--- src/rtl/seq_mul_acc.sv ---
// Multi-cycle shift-and-add multiply-accumulate: Product = Quotient * Divisor + Remainder.
// Optional macro SEQ_MUL_ACC_EARLY_EXIT_EN ends RUN as soon as the remaining multiplier bits are zero.
module seq_mul_acc #(
   parameter int Q_W = 4,
   parameter int D_W = 2,
   parameter int R_W = 3,
   parameter int P_W = Q_W + D_W + 1
) (
   input  logic           clk,
   input  logic           rst_n,
   input  logic           Start,
   input  logic [Q_W-1:0] Quotient,
   input  logic [D_W-1:0] Divisor,
   input  logic [R_W-1:0] Remainder,
   output logic           Busy,
   output logic           Done,
   output logic [P_W-1:0] Product
);

   localparam int CW = (D_W > 1) ? $clog2(D_W) : 1;

   typedef enum logic [1:0] {IDLE, RUN, DONE} state_t;

   state_t         state, state_next;
   logic [P_W-1:0] acc, mcand, acc_sum;
   logic [D_W-1:0] mplier;
   logic [CW-1:0]  count;
   logic           last_iter;

   // One iteration's partial sum; the final iteration's sum is the result.
   always_comb begin
      acc_sum = acc + (mplier[0] ? mcand : '0);
`ifdef SEQ_MUL_ACC_EARLY_EXIT_EN
      last_iter = (count == CW'(D_W - 1)) || ((mplier >> 1) == '0);
`else
      last_iter = (count == CW'(D_W - 1));
`endif
   end

   always_ff @(posedge clk or negedge rst_n) begin
      if (!rst_n) state <= IDLE;
      else        state <= state_next;
   end

   always_comb begin
      state_next = state;
      case (state)
         IDLE:    if (Start) state_next = RUN;
         RUN:     if (last_iter) state_next = DONE;
         DONE:    state_next = IDLE;
         default: state_next = IDLE;
      endcase
   end

   assign Busy = (state != IDLE);
   assign Done = (state == DONE);

   // Operands are captured only in IDLE, so later input changes never disturb a running operation.
   always_ff @(posedge clk or negedge rst_n) begin
      if (!rst_n) begin
         acc     <= '0;
         mcand   <= '0;
         mplier  <= '0;
         count   <= '0;
         Product <= '0;
      end else if (state == IDLE) begin
         if (Start) begin
            acc    <= P_W'(Remainder);
            mcand  <= P_W'(Quotient);
            mplier <= Divisor;
            count  <= '0;
         end
      end else if (state == RUN) begin
         acc    <= acc_sum;
         mcand  <= mcand << 1;
         mplier <= mplier >> 1;
         count  <= count + 1'b1;
         if (last_iter) Product <= acc_sum;
      end
   end

endmodule

--- config.mk ---
export PLATFORM = sky130hd
export DESIGN_NAME = seq_mul_acc
export DESIGN_NICKNAME = d
export VERILOG_FILES = /design/src/rtl/seq_mul_acc.sv
export SDC_FILE = /design/constraint.sdc
export NUM_CORES = 1
export LEC_CHECK = 0
export CORE_UTILIZATION = 50
export CTS_CLUSTER_SIZE = 30
export DETAILED_ROUTE_END_ITERATION = 8
export PLACE_DENSITY = 0.73
export SETUP_SLACK_MARGIN = 0.05
export SLEW_MARGIN = 20
export SYNTH_ARGS = -nofsm -noshare
export SYNTH_HDL_FRONTEND = slang
export SYNTH_SLANG_ARGS = --single-unit
--- constraint.sdc ---
create_clock -name clk -period 6.4 [get_ports clk]
set_clock_uncertainty 0.2 [all_clocks]
set_input_delay 1.28 -clock clk [delete_from_list [all_inputs] [get_ports clk]]
set_output_delay 1.28 -clock clk [all_outputs]
set_load 0.01 [all_outputs]
==> reports/qor.yml <==
cp-start-kind: "flop"
dieArea_mm2: 0.003106
yosysWarningCount: 0
rr_endpoint: "acc[6]"
setup-tns-final_ps: 0
r2r_start: "mplier[0]"
die_h_um: 55.74
crit_fanout: 20
insertion_delay_ps: 320
core_mm2: 0.002734
syn_nets: 168
synthArstFlopShare_pct: 100.0
fill_cells: 250
start_util_pct: 52.81
htree_levels: 1
dr.max_layer_used: "met4"
yosysSeqAreaShare_pct: 45.06
crit_type: "reg2out"
drv_slew: 0
fin_nets: 187
final_layout_size_suffix_gt1_share_pct: 7.784
final-hold-violation-count: 0
yosys.area.top_type: "dfrtp_1"
numCtsBuffers: 3
syn_inst: 149
crit_path_top_delay_cell: "dfrtp_1"
whs_endpoint: "Product[0]"
hold_depth: 2
wl_met3_um: 90
ys_seq_elements: 26
synth_edf_count: 0
p_per_area_mw_per_mm2: 444.7
met1_length_um: 1387
fin_crit_sh_pct: 50.97
ir_drop_uv: 258.3
r2r.worst_path.cells: 8
antenna_found_initial: 0
grt_pass1_wl_um: 5071
status: "completed"
hold_slack_ps: 299.8
synthDominantCellAreaShare_pct: 45.06
postSynthAreaPerCell_um2: 9.691
syn_to_final_growth_pct: 17.68
grt.overflow.total: 0
max_slew_margin_pct: 37.58
place_hpwl_um: 2088
power_leakage_nw: 0.8013
cts_sinks: 26
viasPerCell: 5.672
worstHoldStart: "Product[0]"
cp_cell_sequence: "or2_2 > clkdlybuf4s50_1"
max_cap_violations: 0
wire_per_inst_um: 14.25
ys_types: 38
cts_hold_buf: 0
cts_root_buffer: "clkbuf_4"
first_global_vias: 1141
setup_viol: 0
io_pins: 21
reg2reg_slack_ps: 4100
io_buffer_count: 20
antenna_cells: 0
slowest_delay_ps: 610
drcViolationCount: 0
rows: 19
ctsResizeCount: 0
clk_pin_slew_ps: 150
cpLargestDelayFamily: "flip-flops"
globalplace.congestion: 0.8589
grt_max_degree: 27
endpoint_kind: "output port"
die_x_um: 55.74
wl_um: 2821
synth_area_mm2: 0.001444
wl_met2_um: 1307
grt_usage_pct: 20.46
path_buf_inv: 1
rsz0062_at_grt: "false"
min_path_type: "reg2reg"
ant_nets: 0
worst_slew_pin_slew_ps: 934.3
worstPathArrival_ps: 1780
post_cts_buffers: 0
worst-endpoint-required_ps: 4920
final.min_clock_period_ps: 3262
ys.flop_type: "dfrtp_1"
drt_iter0_markers: 19
synthTopCellsByArea: "dfrtp_1 (45%), nand2_1 (5.5%), ha_1 (5.2%)"
drtPass1Iterations: 4
cts_tree: "done"
fmax_ghz: 0.3066
clk_path_buf_depth: 2
vias: 1123
## layout by cell type (no fill, tap or decap), types with 2 or more instances in the layout
cell type        synthesis  routed
o21a_1                   2       2
dfrtp_1                 26      26
nand2_1                 21      21
clkbuf_4                 0       3
a21oi_1                 11      11
a22o_1                   3       3
a21o_1                   3       3
nor2_1                   5       5
nor2b_1                  6       6
xor2_1                   2       2
o31ai_2                  2       2
inv_1                    7       7
clkdlybuf4s50_1          0      20
and2_1                   5       5
ha_1                     6       6
nand4_1                  4       4
o21ai_0                 12      12
nand3_1                  3       3
a211o_1                  3       3
and3b_1                  4       4
a31oi_1                  2       2
## worst max path at each step
stage	slack (ps)	end	from	depth (start not counted)
floorplan	3940	Busy	state[0]	3
global route	3040	Busy	state[0]	2
detailed placement	3200	acc[6]	Start	4
CTS	3120	Busy	state[0]	2
global placement	3250	acc[4]	Start	4
finish	3140	Busy	state[0]	2
## stage by stage
stage                     total power, mW  util [%]  instances  setup slack (ps)  instance area [um^2]
after floorplan                    0.5457         -        149              3940                  1444
after global placement             0.6339     60.23        194              3251                  1647
after detailed placement           0.6490     60.23        194              3199                  1647
after CTS                          0.7626     62.15        198              3121                  1699
after global routing               0.8146     62.15        198              3045                  1699
final                              0.7556     62.15        198              3138                  1699
## tightest hold or removal path, delay by kind of cell (launching register included)
family / cells / cell delay [ps]
flops: 1 / 370
simple gates: 2 / 120
## state kept, by name, summed over array words and instances (netlist names)
| name | count |
|---|---|
| Product | 7 |
| acc | 7 |
| mcand | 7 |
| mplier | 2 |
| state | 2 |
| count | 1 |
## synthesized netlist by cell type, drive strengths merged (4+ instances only)
master  instances
and2            5
buf             5
ha              6
inv             7
nor2            5
nand4           4
and3b           4
dfrtp          26
nand2          22
nand3           4
a21oi          12
nor2b           7
o21ai          12
## per-layer routing
metal,track usage (%),up-vias
met2,33.73,24
met3,2.326,4
met5,0,-
li1,-,559
met4,7.500,0
met1,27.85,536
## area by class of cell
cell class | count | area (um^2) | share of cell area, %
multi-input cells | 109 | 723.2 | 42.56
clock inverters | 1 | 30.03 | 1.767
flip-flops and latches | 26 | 650.6 | 38.29
repair buffers | 21 | 207.7 | 12.22
well taps | 31 | 38.79 | 2.283
inverters | 7 | 26.28 | 1.546
clock buffers | 3 | 22.52 | 1.325
## kinds of logic after synthesis
family / count (synthesis) / share of synthesized area (%)
AO/OA/AOI/OAI: 43 / 20.10
adder cells (fa/ha/maj): 7 / 6.586
multiplexers: 1 / 0.6933
buffers and inverters: 14 / 4.853
XOR/XNOR: 3 / 1.820
flip-flops: 26 / 45.06
AND/OR/NAND/NOR: 55 / 20.88
## where the power goes
group | switching (mW) | internal [mW] | leakage [nW]
clock | 0.0492 | 0.0633 | 0.0279
sequential | 0.0747 | 0.235 | 0.333
combinational | 0.176 | 0.157 | 0.440
(Power assumes the default switching activity.)
